<file path="config.mk">
export PLATFORM = sky130hd
export DESIGN_NAME = mpls_cfg_cntr_regs
export DESIGN_NICKNAME = d
export VERILOG_FILES = /design/src/rtl/mpls_cfg_cntr_regs_pkg.sv /design/src/rtl/mpls_cfg_cntr_regs_sat_event_counter.sv /design/src/rtl/mpls_cfg_cntr_regs.sv
export SDC_FILE = /design/constraint.sdc
export NUM_CORES = 2
export LEC_CHECK = 0
export ABC_AREA = 1
export CAP_MARGIN = 10
export CORE_AREA = 2 2 399 401
export CTS_CLUSTER_DIAMETER = 150
export CTS_CLUSTER_SIZE = 25
export DETAILED_ROUTE_END_ITERATION = 12
export DIE_AREA = 0 0 401 403
export SLEW_MARGIN = 20
export SYNTH_ARGS = -nofsm -noshare
export SYNTH_HDL_FRONTEND = slang
export SYNTH_SLANG_ARGS = --single-unit
</file>
<file path="constraint.sdc">
create_clock -name clk -period 5.95 [get_ports clk]
set_input_delay 1.19 -clock clk [delete_from_list [all_inputs] [get_ports clk]]
set_output_delay 1.19 -clock clk [all_outputs]
set_load 0.02 [all_outputs]
</file>
<file path="src/rtl/mpls_cfg_cntr_regs_pkg.sv">
// Shared types and constants for the MPLS config/counter register block.
// Ring FSM states, out-of-range read pattern and address-map decode.
package mpls_cfg_cntr_regs_pkg;

    typedef enum logic [0:0] {
        ST_IDLE   = 1'b0,
        ST_WR_ACK = 1'b1
    } ring_state_e;

    typedef enum logic [1:0] {
        TGT_NONE = 2'd0,
        TGT_CFG  = 2'd1,
        TGT_CNTR = 2'd2
    } target_e;

    localparam logic [31:0] DEAD_BEEF = 32'hDEAD_BEEF;

    // Counters sit directly above the config words in local space.
    function automatic logic [31:0] cntr_base(input logic [31:0] num_cfg);
        return num_cfg;
    endfunction

    function automatic target_e decode_target(
        input logic [31:0] a,
        input logic [31:0] num_cfg,
        input logic [31:0] num_cntr
    );
        if (a < num_cfg) begin
            return TGT_CFG;
        end
        if (a < num_cfg + num_cntr) begin
            return TGT_CNTR;
        end
        return TGT_NONE;
    endfunction

endpackage

</file>
<file path="src/rtl/mpls_cfg_cntr_regs_sat_event_counter.sv">
// Saturating event counter with clear; a clear that coincides with an
// event leaves the counter at 1 so the event is not lost.
module sat_event_counter #(
    parameter int CNTR_WIDTH = 32
) (
    input  logic                  clk,
    input  logic                  reset,
    input  logic                  inc,
    input  logic                  clr,
    output logic [CNTR_WIDTH-1:0] count
);

    localparam logic [CNTR_WIDTH-1:0] MAX = '1;
    localparam logic [CNTR_WIDTH-1:0] ONE = CNTR_WIDTH'(1);

    always_ff @(posedge clk) begin
        if (reset) begin
            count <= '0;
        end else if (clr) begin
            count <= inc ? ONE : '0;
        end else if (inc && count != MAX) begin
            count <= count + ONE;
        end
    end

endmodule

</file>
<file path="src/rtl/mpls_cfg_cntr_regs.sv">
// UDP register-ring block: NUM_CFG config words exported on cfg_out and
// NUM_CNTR saturating event counters with clear-on-write/clear-on-read.
module mpls_cfg_cntr_regs
    import mpls_cfg_cntr_regs_pkg::*;
#(
    parameter int NUM_CFG     = 16,
    parameter int NUM_CNTR    = 8,
    parameter int CNTR_WIDTH  = 32,
    parameter int CLR_ON_READ = 0,
    parameter int ADDR_WIDTH  = 23,
    parameter int DATA_WIDTH  = 32,
    parameter int SRC_WIDTH   = 2,
    parameter int LOCAL_AW    = 8,
    parameter int BLOCK_TAG   = 0
) (
    input  logic                           clk,
    input  logic                           reset,
    input  logic                           reg_req_in,
    input  logic                           reg_ack_in,
    input  logic                           reg_rd_wr_L_in,
    input  logic [ADDR_WIDTH-1:0]          reg_addr_in,
    input  logic [DATA_WIDTH-1:0]          reg_data_in,
    input  logic [SRC_WIDTH-1:0]           reg_src_in,
    output logic                           reg_req_out,
    output logic                           reg_ack_out,
    output logic                           reg_rd_wr_L_out,
    output logic [ADDR_WIDTH-1:0]          reg_addr_out,
    output logic [DATA_WIDTH-1:0]          reg_data_out,
    output logic [SRC_WIDTH-1:0]           reg_src_out,
    input  logic [NUM_CNTR-1:0]            event_in,
    output logic [NUM_CFG*DATA_WIDTH-1:0]  cfg_out
);

    localparam int TAG_W = ADDR_WIDTH - LOCAL_AW;
    localparam logic [TAG_W-1:0] TAG = TAG_W'(BLOCK_TAG);
    localparam logic [31:0] N_CFG = 32'(NUM_CFG);
    localparam logic [31:0] N_CNTR = 32'(NUM_CNTR);
    localparam logic [31:0] CNTR_BASE = cntr_base(N_CFG);
    localparam logic [DATA_WIDTH-1:0] OOR_DATA = DATA_WIDTH'(DEAD_BEEF);

    ring_state_e state;
    ring_state_e state_nxt;

    logic [DATA_WIDTH-1:0] cfg_q [NUM_CFG];
    logic [CNTR_WIDTH-1:0] cnt [NUM_CNTR];
    logic [NUM_CNTR-1:0]   cnt_clr;

    logic [31:0]           a;
    logic                  hit;
    logic                  accept;
    logic                  cfg_we;
    logic                  cntr_clr_en;
    target_e               tgt;
    logic [DATA_WIDTH-1:0] rd_data;

    logic [ADDR_WIDTH-1:0] hold_addr;
    logic [DATA_WIDTH-1:0] hold_data;
    logic [SRC_WIDTH-1:0]  hold_src;
    logic                  hold_en;

    logic                  req_nxt;
    logic                  ack_nxt;
    logic                  rdwr_nxt;
    logic [ADDR_WIDTH-1:0] addr_nxt;
    logic [DATA_WIDTH-1:0] data_nxt;
    logic [SRC_WIDTH-1:0]  src_nxt;

    assign a   = 32'(reg_addr_in[LOCAL_AW-1:0]);
    assign tgt = decode_target(a, N_CFG, N_CNTR);

    // Requests already acked upstream are never claimed here.
    assign hit = reg_req_in && !reg_ack_in
              && reg_addr_in[ADDR_WIDTH-1:LOCAL_AW] == TAG;

    assign accept = (state == ST_IDLE) && hit;
    assign cfg_we = accept && !reg_rd_wr_L_in && tgt == TGT_CFG;

    assign cntr_clr_en = accept && tgt == TGT_CNTR
                      && (!reg_rd_wr_L_in || CLR_ON_READ != 0);

    always_comb begin
        rd_data = OOR_DATA;
        unique case (1'b1)
            tgt == TGT_CFG: begin
                for (int k = 0; k < NUM_CFG; k++) begin
                    if (a == 32'(k)) begin
                        rd_data = cfg_q[k];
                    end
                end
            end
            tgt == TGT_CNTR: begin
                for (int k = 0; k < NUM_CNTR; k++) begin
                    if (a == CNTR_BASE + 32'(k)) begin
                        rd_data = DATA_WIDTH'(cnt[k]);
                    end
                end
            end
            default: rd_data = OOR_DATA;
        endcase
    end

    always_comb begin
        state_nxt = state;
        req_nxt   = 1'b0;
        ack_nxt   = 1'b0;
        rdwr_nxt  = 1'b0;
        addr_nxt  = '0;
        data_nxt  = '0;
        src_nxt   = '0;
        hold_en   = 1'b0;
        unique case (state)
            ST_IDLE: begin
                if (!hit) begin
                    req_nxt  = reg_req_in;
                    ack_nxt  = reg_ack_in;
                    rdwr_nxt = reg_rd_wr_L_in;
                    addr_nxt = reg_addr_in;
                    data_nxt = reg_data_in;
                    src_nxt  = reg_src_in;
                end else if (reg_rd_wr_L_in) begin
                    req_nxt  = 1'b1;
                    ack_nxt  = 1'b1;
                    rdwr_nxt = 1'b1;
                    addr_nxt = reg_addr_in;
                    data_nxt = rd_data;
                    src_nxt  = reg_src_in;
                end else begin
                    hold_en   = 1'b1;
                    state_nxt = ST_WR_ACK;
                end
            end
            ST_WR_ACK: begin
                // Ring inputs this cycle are dropped: one request in flight.
                req_nxt   = 1'b1;
                ack_nxt   = 1'b1;
                rdwr_nxt  = 1'b0;
                addr_nxt  = hold_addr;
                data_nxt  = hold_data;
                src_nxt   = hold_src;
                state_nxt = ST_IDLE;
            end
        endcase
    end

    always_ff @(posedge clk) begin
        if (reset) begin
            state           <= ST_IDLE;
            reg_req_out     <= 1'b0;
            reg_ack_out     <= 1'b0;
            reg_rd_wr_L_out <= 1'b0;
            reg_addr_out    <= '0;
            reg_data_out    <= '0;
            reg_src_out     <= '0;
            hold_addr       <= '0;
            hold_data       <= '0;
            hold_src        <= '0;
        end else begin
            state           <= state_nxt;
            reg_req_out     <= req_nxt;
            reg_ack_out     <= ack_nxt;
            reg_rd_wr_L_out <= rdwr_nxt;
            reg_addr_out    <= addr_nxt;
            reg_data_out    <= data_nxt;
            reg_src_out     <= src_nxt;
            if (hold_en) begin
                hold_addr <= reg_addr_in;
                hold_data <= reg_data_in;
                hold_src  <= reg_src_in;
            end
        end
    end

    always_ff @(posedge clk) begin
        if (reset) begin
            for (int k = 0; k < NUM_CFG; k++) begin
                cfg_q[k] <= '0;
            end
            cfg_out <= '0;
        end else begin
            for (int k = 0; k < NUM_CFG; k++) begin
                if (cfg_we && a == 32'(k)) begin
                    cfg_q[k] <= reg_data_in;
                end
                cfg_out[k*DATA_WIDTH +: DATA_WIDTH] <= cfg_q[k];
            end
        end
    end

    for (genvar g = 0; g < NUM_CNTR; g++) begin : g_cntr
        assign cnt_clr[g] = cntr_clr_en && a == CNTR_BASE + 32'(g);

        sat_event_counter #(
            .CNTR_WIDTH(CNTR_WIDTH)
        ) u_cnt (
            .clk   (clk),
            .reset (reset),
            .inc   (event_in[g]),
            .clr   (cnt_clr[g]),
            .count (cnt[g])
        );
    end

endmodule

</file>
==> results.md <==
* Maximum VDD drop at approximately 0.23 mV
* LEAKAGE at roughly 0.025 uW
* Total clock sinks at 1398
* Post-DR wirelength/cell at roughly 25 um
* Post-route setup slack at 1.389 ns
* Unrepaired setup endpoints after global routing: false
* Post-DP HPWL at 174200 um
* Max-slew violations at 0
* Initial cell density of the core at 0.3476
* Fraction of registers with async set/reset at 0
* Part of the Yosys area used for sequential elements at 0.6049
* Worst setup path class: in -> reg
* Setup crit end kind: flop
* Most frequent cell on the critical path: nand2_1
* Area growth, synth to finish at 19.70%
* Internal power consumption at approximately 13000 uW
* Net count after synthesis at 6365
* Final antenna-violating net count at 0
* Final setup viols at 0
* Worst-path cell chain: clkdlybuf4s50_1, inv_2, nand2_1, nor2_1, nand2_1, inv_2, a21oi_1, nand4_1, nand2_1, nand3_1, nand2_1, nand4_1, nor2_1, nand3_1, a21oi_1
* Combinational group share of total power at 0.098
* Max stage delay on crit path at 0.56 ns
* Clock buffer count from CTS at 66
* Max transition margin at 0.2524
* Number of standard cells in the layout, taps in and fillers out at between 8000 and 9000
* Number of distinct library cells after synthesis at 59
* Core area at 0.1575 mm2
* Register bit count reported by yosys at 1398
* Maximum buffer depth of the clock tree at 3
* Vias post-DR at 46652
* Buffer and inverter count on the worst path at 3
* CP top delay family: simple AND/OR/NAND/NOR gates
* Wire length of the first global-routing pass at 317000 um
* Buffer cell driving the clock tree root: clkbuf_16
* Site Rows at 146
* Max-cap violations at 0
* Worst-case hold slack at approximately 0.45 ns
* Post-cts hold buffer count at 0
* Detail-routed via count per cell at 5.204
* Slew at the pin with the worst max-slew slack at 1.120 ns
* Total number of nets in the final design at 6913
* Fillcell total at between 15000 and 20000
* Highest-delay cell along the critical path: clkdlybuf4s50_1
* Final critical delay including setup and external delays at 4.561 ns
* Result of the run: complete, no violations
* Number of resized instances in the post-cts repair step at 0
* Initial antenna violation count at 15
* Share of the clock period used by the worst path at 0.7665
* Switching power total at around 4700 uW
* Quantity of I/O buffers inserted on ports at between 600 and 700
* Clk pin slew, worst setup/hold paths at between 0.1 and 0.15 ns
* Floorplan die height at 403 um
* Count of endpoints failing hold in the final timing report at 0
* # Post-CTS Setup Buffers at 0
* Endpoint required time on the critical path at 6.62 ns
* Number of primary I/O pins at about 640
* Critical Path Start Type: input pin
* Post-Place Worst Slack at 0.8761 ns
* Clock tree from TritonCTS: yes
* Netlist area before placement at approximately 0.055 mm2
* GR Util All Layers at 0.2703
* Critical path peak fanout at 33
* Register share of total power at 0.597
* Synth Instances at 6287
* Routed wire length at 226800 um
* Setup TNS at 0 ns
* Clock latency on the worst-skew pair at 0.73 ns
* F_max at roughly 220 MHz
* Proportion of layout cells with a drive suffix above 1 at 0.04722
* Total instance count after detailed placement at between 8000 and 9000
* DIE WIDTH at about 400 um
* Switching part of the total at 0.2639
* Number of global-route vias before repair at 43572
* Number of synthesized flops with an enable pin at ~510
* Sum of internal, switching and leakage power at 17750 uW
* Yosys warning total at 0
* Mean post-synth cell area at 8.707 um2
* Placer Congestion at 1.038
* Drt first pass iters at 6
* Die outline area at between 0.15 and 0.2 mm2
* Remaining global-route overflow at 0
* Post-detailed-route DRC marker count at 0
* Power density over the cells at 270.9 mW/mm2
* CTS H-Tree Depth at 3
* Part of the total power dissipated in the clock network at 0.305
* First-iteration detailed-routing DRC count at about 5500
* Worst hold-check path type: reg -> reg
* Arrival time worst endpoint at about 5.2 ns
* Top FF cell, synth: dfxtp_1
* Skew final at between 0.03 and 0.04 ns
* Maximum number of pins on one net before global-route repair at 214
[stage by stage]
step                      cell area (um2)  utilization
after global routing                65510       0.4160
after floorplan                     54740            -
final                               65530       0.4161
after global placement              63580       0.4038
after CTS                           65500       0.4159
after detailed placement            63590       0.4038
[layout make-up]
cell class	count	area [um2]	share of cell area
sequential	1398	33110	0.5053
tap	2072	2592	0.03956
multi-input combinational	3702	17230	0.2629
inverter	934	3508	0.05354
clock buffer	106	1802	0.02750
clock inverter	10	106.4	0.001623
timing repair buffer	733	7149	0.1091
antenna	10	25.02	0.0003819
[flip-flops by register name (all words and copies together) (netlist names)]
signal / count
cfg_out: 512
cfg_q: 512
g_cntr.u_cnt.count: 256
hold_data: 32
reg_data_out: 32
hold_addr: 23
reg_addr_out: 23
hold_src: 2
reg_src_out: 2
reg_ack_out: 1
reg_rd_wr_L_out: 1
reg_req_out: 1
state: 1
[cells in the final DEF (no fill, tap or decap), types with 23 or more instances in the layout]
cell | netlist | final
nand2_2 | 17 | 28
nand2_1 | 920 | 909
xor2_1 | 23 | 23
a31oi_1 | 26 | 26
buf_4 | 4 | 89
edfxtp_1 | 512 | 512
nand3_1 | 192 | 192
a21oi_1 | 389 | 388
o221ai_1 | 23 | 23
clkbuf_16 | 0 | 66
clkbuf_1 | 195 | 40
nor4_1 | 47 | 47
nor2_1 | 1290 | 1277
clkinv_1 | 34 | 33
dfxtp_1 | 886 | 885
o21ai_0 | 224 | 219
nand4_1 | 138 | 138
nor3_1 | 162 | 161
clkdlybuf4s50_1 | 0 | 640
nor2_2 | 26 | 31
inv_1 | 882 | 880
[routing by layer]
| layer | wire length (um) | up-vias | track usage |
|---|---|---|---|
| met5 | 40 | - | 0 |
| met4 | 12220 | 6 | 0.1358 |
| met3 | 21570 | 413 | 0.06412 |
| met2 | 102000 | 2471 | 0.4203 |
| met1 | 90900 | 22432 | 0.3515 |
| li1 | - | 21330 | - |
[worst min-delay path, cell delays in order (launching register included)]
cell,delay [ns]
dfxtp_1,0.31
nand2_1,0.06
nor2_1,0.04
[kinds of logic after synthesis]
group / share of synthesized area
xor gates and xnor gates: 0.004000
buffers and inverters: 0.08345
AOI/OAI and AO/OA: 0.08228
and+or+nand+nor: 0.2236
adders and majority gates: 0.001829
DFF: 0.6049
[Yosys cell counts, types with 20 or more instances]
| library cell | instances | area, um2 |
|---|---|---|
| dfxtp_1 | 886 | 17740 |
| nand2_1 | 920 | 3453 |
| a31oi_1 | 26 | 162.7 |
| o211ai_1 | 20 | 150.1 |
| o221ai_1 | 23 | 201.4 |
| nor2_2 | 26 | 162.7 |
| edfxtp_1 | 512 | 15370 |
| clkinv_1 | 34 | 127.6 |
| clkbuf_1 | 195 | 732.0 |
| buf_2 | 36 | 180.2 |
| nor2_1 | 1290 | 4842 |
| nand4_1 | 138 | 863.3 |
| o21ai_0 | 224 | 1121 |
| nor4_1 | 47 | 294.0 |
| a21oi_1 | 389 | 1947 |
| nand3_1 | 192 | 960.9 |
| inv_1 | 882 | 3311 |
| nor3_1 | 162 | 810.8 |
| xor2_1 | 23 | 201.4 |
[power by group through the flow]
stage          sequential (uW)  combinational (uW)  clock (uW)
4_1_cts                  10600                1730        5470
2_1_floorplan            11000                 485           0
6_report                 10600                1740        5420
5_1_grt                  10600                1820        5800
3_3_place_gp             10800                1720           0
3_5_place_dp             10800                1720           0
[worst paths after layout]
check                                         from                                     end  slack, ns  depth (start not counted)
max                                 reg_addr_in[0]             reg_data_out[30]$_SDFF_PP0_       1.39                         15
min                     hold_addr[17]$_SDFFE_PP0P_              hold_addr[17]$_SDFFE_PP0P_       0.45                          2
max reg2reg  g_cntr[4].u_cnt.count[0]$_SDFFE_PP0P_  g_cntr[4].u_cnt.count[14]$_SDFFE_PP0P_       2.08                         17
min reg2reg             hold_addr[17]$_SDFFE_PP0P_              hold_addr[17]$_SDFFE_PP0P_       0.45                          2
Note: power is estimated with default switching activity, not from simulation.
